File: src/rtl/wb_port_arbiter.sv
// Writeback arbiter: four buffered result producers share three register-file
// write ports, granted round-robin with no two writes to one register per cycle.
module wb_port_arbiter #(
  parameter int DEPTH = 2
) (
  input  logic                            clk,
  input  logic                            reset,
  input  logic                            flush,
  input  logic                            hold,
  input  logic [3:0]                      req_valid,
  output logic [3:0]                      req_ready,
  input  logic [11:0]                     req_waddr,
  input  logic [63:0]                     req_wdata,
  input  logic [23:0]                     req_wrob,
  output logic                            wen0,
  output logic                            wen1,
  output logic                            wen2,
  output logic [2:0]                      waddr0,
  output logic [2:0]                      waddr1,
  output logic [2:0]                      waddr2,
  output logic [15:0]                     wdata0,
  output logic [15:0]                     wdata1,
  output logic [15:0]                     wdata2,
  output logic [5:0]                      wrob0,
  output logic [5:0]                      wrob1,
  output logic [5:0]                      wrob2,
  output logic [4*($clog2(DEPTH)+1)-1:0]  occ
);

  localparam int AW = $clog2(DEPTH);
  localparam int OW = AW + 1;

  logic [2:0]    mem_addr [4][DEPTH];
  logic [15:0]   mem_data [4][DEPTH];
  logic [5:0]    mem_rob  [4][DEPTH];
  logic [AW-1:0] wr_ptr   [4];
  logic [AW-1:0] rd_ptr   [4];
  logic [OW-1:0] cnt      [4];

  logic [3:0]    push;
  logic [3:0]    pop;
  logic [2:0]    head_addr [4];
  logic [15:0]   head_data [4];
  logic [5:0]    head_rob  [4];

  logic [1:0]    rr_ptr;
  logic [1:0]    grant_cnt;
  logic [1:0]    last_idx;
  logic [1:0]    idx;
  logic          conflict;
  logic [2:0]    sel_valid;
  logic [2:0]    sel_addr [3];
  logic [15:0]   sel_data [3];
  logic [5:0]    sel_rob  [3];

  logic [2:0]    wen_q;
  logic [2:0]    addr_q [3];
  logic [15:0]   data_q [3];
  logic [5:0]    rob_q  [3];

  // Ready depends only on registered occupancy, so a same-cycle pop never raises it.
  always_comb begin
    for (int i = 0; i < 4; i++) begin
      req_ready[i] = (cnt[i] < OW'(DEPTH)) && !flush && !reset;
      push[i]      = req_valid[i] && req_ready[i];
      head_addr[i] = mem_addr[i][rd_ptr[i]];
      head_data[i] = mem_data[i][rd_ptr[i]];
      head_rob[i]  = mem_rob[i][rd_ptr[i]];
    end
  end

  always_ff @(posedge clk) begin
    for (int i = 0; i < 4; i++) begin
      if (push[i]) begin
        mem_addr[i][wr_ptr[i]] <= req_waddr[3*i +: 3];
        mem_data[i][wr_ptr[i]] <= req_wdata[16*i +: 16];
        mem_rob[i][wr_ptr[i]]  <= req_wrob[6*i +: 6];
      end
    end
  end

  always_ff @(posedge clk) begin
    if (reset || flush) begin
      for (int i = 0; i < 4; i++) begin
        wr_ptr[i] <= '0;
        rd_ptr[i] <= '0;
        cnt[i]    <= '0;
      end
    end else begin
      for (int i = 0; i < 4; i++) begin
        if (push[i]) wr_ptr[i] <= wr_ptr[i] + AW'(1);
        if (pop[i])  rd_ptr[i] <= rd_ptr[i] + AW'(1);
        case ({push[i], pop[i]})
          2'b10:   cnt[i] <= cnt[i] + OW'(1);
          2'b01:   cnt[i] <= cnt[i] - OW'(1);
          default: cnt[i] <= cnt[i];
        endcase
      end
    end
  end

  // Walk heads from the round-robin pointer; a head whose register is already
  // being written this cycle is skipped and stays put for a later cycle.
  always_comb begin
    pop       = '0;
    grant_cnt = '0;
    last_idx  = rr_ptr;
    idx       = rr_ptr;
    conflict  = 1'b0;
    sel_valid = '0;
    for (int k = 0; k < 3; k++) begin
      sel_addr[k] = '0;
      sel_data[k] = '0;
      sel_rob[k]  = '0;
    end
    if (!hold && !flush && !reset) begin
      for (int k = 0; k < 4; k++) begin
        idx      = rr_ptr + 2'(k);
        conflict = 1'b0;
        for (int j = 0; j < 3; j++) begin
          if (2'(j) < grant_cnt && sel_addr[j] == head_addr[idx]) conflict = 1'b1;
        end
        if (cnt[idx] != '0 && grant_cnt < 2'd3 && !conflict) begin
          sel_valid[grant_cnt] = 1'b1;
          sel_addr[grant_cnt]  = head_addr[idx];
          sel_data[grant_cnt]  = head_data[idx];
          sel_rob[grant_cnt]   = head_rob[idx];
          pop[idx]             = 1'b1;
          last_idx             = idx;
          grant_cnt            = grant_cnt + 2'd1;
        end
      end
    end
  end

  // Unused ports keep their payload; only the enable drops.
  always_ff @(posedge clk) begin
    if (reset) begin
      rr_ptr <= '0;
      wen_q  <= '0;
      for (int k = 0; k < 3; k++) begin
        addr_q[k] <= '0;
        data_q[k] <= '0;
        rob_q[k]  <= '0;
      end
    end else if (flush) begin
      rr_ptr <= '0;
      wen_q  <= '0;
    end else begin
      wen_q <= sel_valid;
      for (int k = 0; k < 3; k++) begin
        if (sel_valid[k]) begin
          addr_q[k] <= sel_addr[k];
          data_q[k] <= sel_data[k];
          rob_q[k]  <= sel_rob[k];
        end
      end
      if (grant_cnt != 2'd0) rr_ptr <= last_idx + 2'd1;
    end
  end

  assign wen0   = wen_q[0];
  assign wen1   = wen_q[1];
  assign wen2   = wen_q[2];
  assign waddr0 = addr_q[0];
  assign waddr1 = addr_q[1];
  assign waddr2 = addr_q[2];
  assign wdata0 = data_q[0];
  assign wdata1 = data_q[1];
  assign wdata2 = data_q[2];
  assign wrob0  = rob_q[0];
  assign wrob1  = rob_q[1];
  assign wrob2  = rob_q[2];

  for (genvar i = 0; i < 4; i++) begin : g_occ
    assign occ[i*OW +: OW] = cnt[i];
  end

endmodule

File: config.mk
export PLATFORM = sky130hd
export DESIGN_NAME = wb_port_arbiter
export DESIGN_NICKNAME = d
export VERILOG_FILES = /design/src/rtl/wb_port_arbiter.sv
export SDC_FILE = /design/constraint.sdc
export NUM_CORES = 1
export LEC_CHECK = 0
export ABC_AREA = 0
export CORE_MARGIN = 5
export CORE_UTILIZATION = 46
export DETAILED_ROUTE_END_ITERATION = 10
export GPL_ROUTABILITY_DRIVEN = 0
export PLACE_DENSITY = 0.68
export RECOVER_POWER = 100
export SYNTH_ARGS = -nofsm -noshare
export SYNTH_HDL_FRONTEND = slang
export SYNTH_SLANG_ARGS = --single-unit
File: constraint.sdc
create_clock -name clk -period 18 [get_ports clk]
set_input_delay 3.6 -clock clk [delete_from_list [all_inputs] [get_ports clk]]
set_output_delay 3.6 -clock clk [all_outputs]
set_load 0.01 [all_outputs]
==> results of run 1 <==
-- worst max-delay path: stages, from the launching register on --
cell and delay [ns]:
dfxtp_1 0.30, clkbuf_1 1.69, inv_1 0.09, clkbuf_1 0.96, ha_1 0.68, buf_4 0.44
nor2_1 0.19, a22o_1 0.25, nor2_1 0.43, xor2_1 0.20, or3_1 0.39, nand2_1 0.61
inv_1 0.24, ha_1 0.44, a21oi_1 0.46, o31ai_1 0.21, a21oi_1 0.69, xnor2_1 0.28
ha_1 0.28, a21oi_1 0.06, o2111ai_1 0.09, o21bai_1 0.12, a311oi_1 1.80, mux2i_1 0.31
and2_0 0.18, or2_1 0.83
-- cells in the final DEF (no fill, tap or decap), drive strengths merged, types with 12 or more instances in the layout --
cell	n
a311oi	25
nor3	29
o21ai	34
nand2b	26
a211oi	43
a21oi	93
inv	16
or3	28
clkinv	17
o31a	13
ha	18
nor2	165
mux2i	113
mux2	33
and2	18
buf	17
clkbuf	44
xnor2	13
nor2b	18
a31oi	12
dlygate4sd3	191
nand2	128
o22ai	16
edfxtp	291
a221oi	46
-- flip-flops by register name, indices dropped and copies added, names as in the netlist, 4 cells and up, named ones only --
signal and flops:
mem_data 128, rd_ptr 4, addr_q 9, wr_ptr 4, cnt 8, mem_addr 24
data_q 48, mem_rob 48, rob_q 18
-- final timing paths --
kind	from	end	slack, ns
hold reg to reg	wr_ptr[2]$_SDFFCE_PN0P_	wr_ptr[2]$_SDFFCE_PN0P_	0.60
setup reg to reg	rr_ptr[1]$_SDFFE_PP0N_	rob_q[0][9]$_SDFFCE_PN0P_	5.36
setup / recovery	rr_ptr[1]$_SDFFE_PP0N_	rob_q[0][9]$_SDFFCE_PN0P_	5.36
hold / removal	wr_ptr[2]$_SDFFCE_PN0P_	wr_ptr[2]$_SDFFCE_PN0P_	0.60
-- cells in the mapped netlist, drive strengths merged (12+ instances only) --
cell / count
or3: 28
ha: 18
nor2: 165
o21ai: 34
nor2b: 18
clkbuf: 63
a311oi: 25
nand2: 128
a21oi: 93
edfxtp: 291
xnor2: 13
mux2i: 113
buf: 40
o31a: 13
o22ai: 16
and2: 18
nor3: 29
a221oi: 46
inv: 15
a31oi: 12
mux2: 33
nand2b: 26
a211oi: 43
-- cells by family (layout without fill, tap and decap cells) --
logic type / after synthesis / count (layout) / synth area share (%)
simple gates: 434 / 434 / 12.4
compound gates: 324 / 324 / 14.8
flops: 298 / 298 / 56.1
mux: 153 / 153 / 10.5
buf+inv: 119 / 296 / 3.55
xor+xnor: 21 / 21 / 1.25
fa+ha+maj: 18 / 18 / 1.42
other cells: 0 / 4 / 0
-- layer usage --
| layer | track usage (%) | up-vias |
|---|---|---|
| met4 | 4.47 | 4 |
| met3 | 4.92 | 49 |
| met1 | 33.6 | 5402 |
| li1 | - | 5509 |
| met5 | 0 | - |
| met2 | 28.2 | 483 |
-- area by class of cell --
cell class	instances	area [um^2]
Antenna cell	4	10.0
Inverter	16	60.1
Timing Repair Buffer	224	2140
Sequential cell	298	8880
Clock inverter	22	208
Clock buffer	34	766
Fill cell	2850	15300
Multi-Input combinational cell	950	6400
Tap cell	455	569
-- metrics by stage --
step                hold WS [ns]  cells  power, mW
finish                     0.602   2003       3.09
global route               0.617   2001       3.29
CTS                        0.602   1999       3.11
global placement           0.591   1943       2.46
detailed placement         0.593   1943       2.50
floorplan                  0.546   1367       2.11
-- report_power, final --
part | leakage, nW | switching (mW) | internal, mW
sequential | 2.83 | 0.0329 | 0.838
clock | 0.471 | 0.260 | 0.349
combinational | 3.49 | 1.02 | 0.583
==> summary.md, run 1 <==
| Metric | Value |
|---|---|
| Outcome | `finished with violations` |
| Failing checks | `capacitance limit, slew limit` |
| Crit share post-route | `70.2%` |
| Post-synth EDFFs | `291` |
| Fin Clk Skew | `0.0185 ns` |
| Final nets | `1646` |
| Yosys reg bits | `298` |
| CTS max path bufs | `3` |
| TritonCTS clock tree | `done` |
| Port bufs | `197` |
| DRT iter0 DRCs | `1238` |
| Initial core utilization | `46.2%` |
| Die Wd | `196 um` |
| Drt via density | `5.71` |
| Top Ports | `198` |
| Setup ws final | `5.36 ns` |
| Sequential area share after synthesis | `56.1%` |
| Kind of critical path | `flip-flop to flip-flop` |
| DP Wirelength | `30.7 mm` |
| H-tree depth | `1` |
| CTS sink cnt | `298` |
| Total congestion overflow | `0` |
| CTS Buf Count | `30` |
| Worst hold path type | `flip-flop to flip-flop` |
| Top post-synthesis cells by area | `edfxtp_1 55%, mux2i_1 7.1%, nor2_1 3.9%` |
| WL met1 | `19.9 mm` |
| Worst Path Arrival | `12.82 ns` |
| Normalized max-slew margin | `-66.1%` |
| Global-route wire length before repair | `63.0 mm` |
| Number of gates resized after CTS | `0` |
| Synth top area share | `55.2%` |
| Met3 Wirelength | `3.84 mm` |
| Cell variety after synth | `74` |
| Total iterations of the first detailed-routing run | `5` |
| Top Metal Used | `met5` |
| CTS Hold Bufs | `0` |
| Fin area | `19000 um^2` |
| Mean post-synth cell area | `11.6 um^2` |
| Post-layout util | `55.5%` |
| CP endpoint kind | `flip-flop` |
| Postcts setup bufs | `0` |
| P_leak | `6.78 nW` |
| Largest net degree at the start of global routing | `85` |
| CP max FO | `55` |
| DRC | `0` |
| RSZ-0062 raised after global routing | `no` |
| Peak Freq | `79.1 MHz` |
| Post-synth ARST share | `0%` |
| # setup viols final | `0` |
| Post-DR wirelength/cell | `20.6 um` |
| Floorplan row count | `68` |
| Pins Over Slew Limit | `247` |
| Hold depth | `1` |
| Initial antenna violation count | `5` |
| Hold Vio Cnt, Final | `0` |
| Area of the core | `34300 um^2` |
| Cells after Synth | `1367` |
| Maximum vdd drop | `104 uV` |
| Die Ht | `196 um` |
| Post-DRT Antenna Nets | `0` |
| Minimum clock period | `12.64 ns` |
| Post-DP Area | `18100 um^2` |
| Post-synth top flop | `edfxtp_1` |
| Worst skew pair latency | `0.58 ns` |
| Clk pin slew, worst setup/hold paths | `0.06 ns` |
| Met2 wire length | `16.7 mm` |
| Yosys warnings | `0` |
| MaxCap Viol Count | `9` |
| Worst-Margin Slew | `2.48 ns` |
| Vias in the first global route | `10500` |
| GRT Overall Usage | `20.8%` |
| Layout cells sized above 1 | `8.68%` |
| Die ar. | `38200 um^2` |
| Area leader, netlist | `edfxtp_1` |
| Syn Nets | `1493` |
| Final WL | `41.2 mm` |
| Root Driver | `clkbuf_16` |
| Area growth syn-to-layout | `20.2%` |
| Place WS | `8.75 ns` |
| Crit start category | `flip-flop` |
| WP data required | `18.18 ns` |
| Pwr Density | `162 nW/um^2` |
| Setup TNS | `0 ns` |
| Reg2Reg Depth | `25` |
| Via count | `11400` |
| Post-Syn Area | `15800 um^2` |
No activity file was read; power rests on OpenSTA's default activity.
==> run 2, diff against run 1 <==
--- a/config.mk
+++ b/config.mk
@@ -10,7 +10,7 @@
 export CORE_UTILIZATION = 46
 export DETAILED_ROUTE_END_ITERATION = 10
 export GPL_ROUTABILITY_DRIVEN = 0
-export PLACE_DENSITY = 0.68
+export PLACE_DENSITY = 0.71
 export RECOVER_POWER = 100
 export SYNTH_ARGS = -nofsm -noshare
 export SYNTH_HDL_FRONTEND = slang
==> constraint.sdc (replaced) <==
create_clock -name clk -period 11.1 [get_ports clk]
set_input_delay 2.22 -clock clk [delete_from_list [all_inputs] [get_ports clk]]
set_output_delay 2.22 -clock clk [all_outputs]
set_load 0.01 [all_outputs]
==> run 2 against run 1 <==
The run still ends with capacitance limit, slew limit left. Critical path depth grew 1. Final cell count barely moved. Clock power increased by 81%. Via count increased by 1.8%. Combinational power grew 66%. Routed wire length rose by 1.9%. Count of clock-buffer cells in the layout grew 8. Critical path type unchanged. Critical endpoint is now data_q[0][1]$_SDFFCE_PN0P_. Largest power group unchanged. Highest routed layer unchanged.
==> summary.md, run 2 (synthesis gave the netlist of run 1 again) <==
| Metric | Value |
|---|---|
| Outcome | `finished with violations` |
| Failing checks | `capacitance limit, slew limit` |
| DP Wirelength | `31.2 mm (+1.4%)` |
| Vias in the first global route | `10600 (+1.4%)` |
| Total iterations of the first detailed-routing run | `6 (+1)` |
| Clk pwr share | `21.4% (+1.7 points)` |
| Post-DRT Antenna Nets | `0 (unchanged)` |
| Kind of critical path | `flip-flop to flip-flop` |
| CTS Hold Bufs | `0 (unchanged)` |
| CP Buf/Inv Count | `6 (+1)` |
| Crit share post-route | `87.1% (+17 points)` |
| Root Driver | `clkbuf_16` |
| Floorplan row count | `68 (unchanged)` |
| Hold Vio Cnt, Final | `0 (unchanged)` |
| Die Ht | `196 um (unchanged)` |
| Peak Freq | `103 MHz (+31%)` |
| CP endpoint kind | `flip-flop` |
| Comb pwr share | `51.3% (-0.7 points)` |
| Sw Share | `42.7% (+0.093 points)` |
| Max reg flops | `128 (unchanged)` |
| Fillcell total | `2786 (-2.2%)` |
| CP max FO | `55 (unchanged)` |
| MaxCap Viol Count | `8 (-1)` |
| WP data required | `11.22 ns (-6.96 ns)` |
| Worst Min Path Start | `rd_ptr[1]$_SDFFCE_PN0P_` |
| Port bufs | `197 (unchanged)` |
| CTS max path bufs | `3 (unchanged)` |
| Number of gates resized after CTS | `0 (unchanged)` |
| Total congestion overflow | `0 (unchanged)` |
| TritonCTS clock tree | `done` |
| Layout cells sized above 1 | `8.48% (-0.20 points)` |
| Via count | `11700 (+1.8%)` |
| Reg2Reg Depth | `26 (+4.0%)` |
| Die ar. | `38200 um^2 (unchanged)` |
| Worst path max stage delay | `1.03 ns (-0.77 ns)` |
| Initial antenna violation count | `4 (-1)` |
| Die Wd | `196 um (unchanged)` |
| Most frequent cells in the layout | `291 x edfxtp_1, 191 x dlygate4sd3_1, 159 x nor2_1` |
| Crit path from | `rr_ptr[1]$_SDFFE_PP0N_` |
| Postcts setup bufs | `0 (unchanged)` |
| Clk pin slew, worst setup/hold paths | `0.06 ns (about the same)` |
| Area growth syn-to-layout | `20.8%` |
| Worst skew pair latency | `0.54 ns (-0.04 ns)` |
| Fin Clk Skew | `0.0265 ns (+0.00799 ns)` |
| Hold depth | `1 (unchanged)` |
| Final nets | `1647 (+0.061%)` |
| Crit Reg-Reg Endpoint | `data_q[0][1]$_SDFFCE_PN0P_` |
| Crit-path leading delay family | `compound AO/OA/AOI/OAI gates` |
| Worst Path Arrival | `9.78 ns (-3.04 ns)` |
| WHS Endpoint | `rd_ptr[1]$_SDFFCE_PN0P_` |
| Drt via density | `5.82 (+1.9%)` |
| Reg2reg start | `rr_ptr[1]$_SDFFE_PP0N_` |
| P_leak | `6.84 nW (+0.81%)` |
| Pins Over Slew Limit | `207 (-16%)` |
| Minimum clock period | `9.66 ns (-2.97 ns)` |
| GRT Overall Usage | `21.2% (+0.42 points)` |
| CTS sink cnt | `298 (unchanged)` |
| Post-DR wirelength/cell | `21.0 um (+2.0%)` |
| NetSw | `2.20 mW (+67%)` |
| Setup TNS | `0 ns (unchanged)` |
| H-tree depth | `2 (+1)` |
| Initial core utilization | `46.2% (unchanged)` |
| Top Ports | `198 (unchanged)` |
| Most common cell after layout, fill and taps aside | `edfxtp_1` |
| Worst-Margin Slew | `1.79 ns (-0.686 ns)` |
| # setup viols final | `0 (unchanged)` |
| Final WL | `42.0 mm (+1.9%)` |
| Reg power frac | `27.3% (-0.9 points)` |
| Pwr Density | `269 nW/um^2 (+66%)` |
| Normalized max-slew margin | `-19.3% (+47 points)` |
| Worst hold path type | `flip-flop to flip-flop` |
| RSZ-0062 raised after global routing | `no` |
| Post-layout util | `55.8% (+0.29 points)` |
| DRT iter0 DRCs | `1419 (+15%)` |
| Worst path slowest cell | `clkbuf_1` |
| Power Internal | `2.95 mW (+67%)` |
| Area of the core | `34300 um^2 (unchanged)` |
| Crit start category | `flip-flop` |
| Largest net degree at the start of global routing | `106 (+25%)` |
| DRC | `0 (unchanged)` |
| Global-route wire length before repair | `64.3 mm (+2.1%)` |
| CTS Buf Count | `34 (+13%)` |
| Maximum vdd drop | `192 uV (+85%)` |
| R2R setup slack | `1.44 ns (-3.93 ns)` |
==> run 2: changes by cell type in the layout (fill, tap and decap cells not counted), moves of 2 or more <==
cell       before  now
a211oi_1       36   41
or2_0           1    3
clkinv_1       10    5
clkbuf_1       14   16
diode_2         4    2
clkbuf_16      30   34
a211oi_2        7    2
buf_4          17   15
==> run 2: power by group through the flow <==
stage          Combinational, mW  Clock (mW)  Sequential, mW
2_1_floorplan               1.98           0            1.45
5_1_grt                     2.87        1.18            1.42
3_5_place_dp                2.64           0            1.44
6_report                    2.65        1.10            1.41
4_1_cts                     2.65        1.13            1.41
3_3_place_gp                2.60           0            1.44
==> run 2: cell type report <==
class	instances	area, um^2	area share, %
Tap cell	455	569	2.98
Clock inverter	18	235	1.23
Multi-Input combinational cell	950	6380	33.4
Timing Repair Buffer	221	2120	11.1
Inverter	16	60.1	0.314
Sequential cell	298	8880	46.4
Antenna cell	2	5.00	0.0262
Clock buffer	42	881	4.60
==> run 2: how the worst max path moves through the flow <==
| stage | to | depth (start not counted) | slack, ns |
|---|---|---|---|
| after floorplan | addr_q[0][0]$_SDFFCE_PN0P_ | 28 | 3.51 |
| final | data_q[0][1]$_SDFFCE_PN0P_ | 26 | 1.44 |
| after detailed placement | addr_q[0][8]$_SDFFCE_PN0P_ | 24 | 1.89 |
| after global routing | data_q[0][1]$_SDFFCE_PN0P_ | 26 | 0.64 |
| after global placement | addr_q[0][8]$_SDFFCE_PN0P_ | 24 | 2.31 |
| after CTS | addr_q[0][8]$_SDFFCE_PN0P_ | 24 | 1.87 |
==> run 2: metrics by stage <==
step	cells	hold slack [ns]	cell area (um^2)	setup slack, ns	total power, mW
after global routing	2002	0.593	19100	0.642	5.46
final	2002	0.555	19100	1.44	5.15
after CTS	2000	0.558	19200	1.87	5.20
after global placement	1940	0.546	18100	2.31	4.03
after detailed placement	1940	0.549	18100	1.89	4.08
after floorplan	1367	0.546	15800	3.51	3.43
==> run 2: layer usage <==
layer | vias to the layer above | GRT usage, % | wire [um]
met5 | - | 0 | 14
met4 | 4 | 4.76 | 904
met3 | 61 | 4.04 | 3910
met2 | 564 | 28.4 | 17100
met1 | 5526 | 35.1 | 20100
li1 | 5498 | - | -
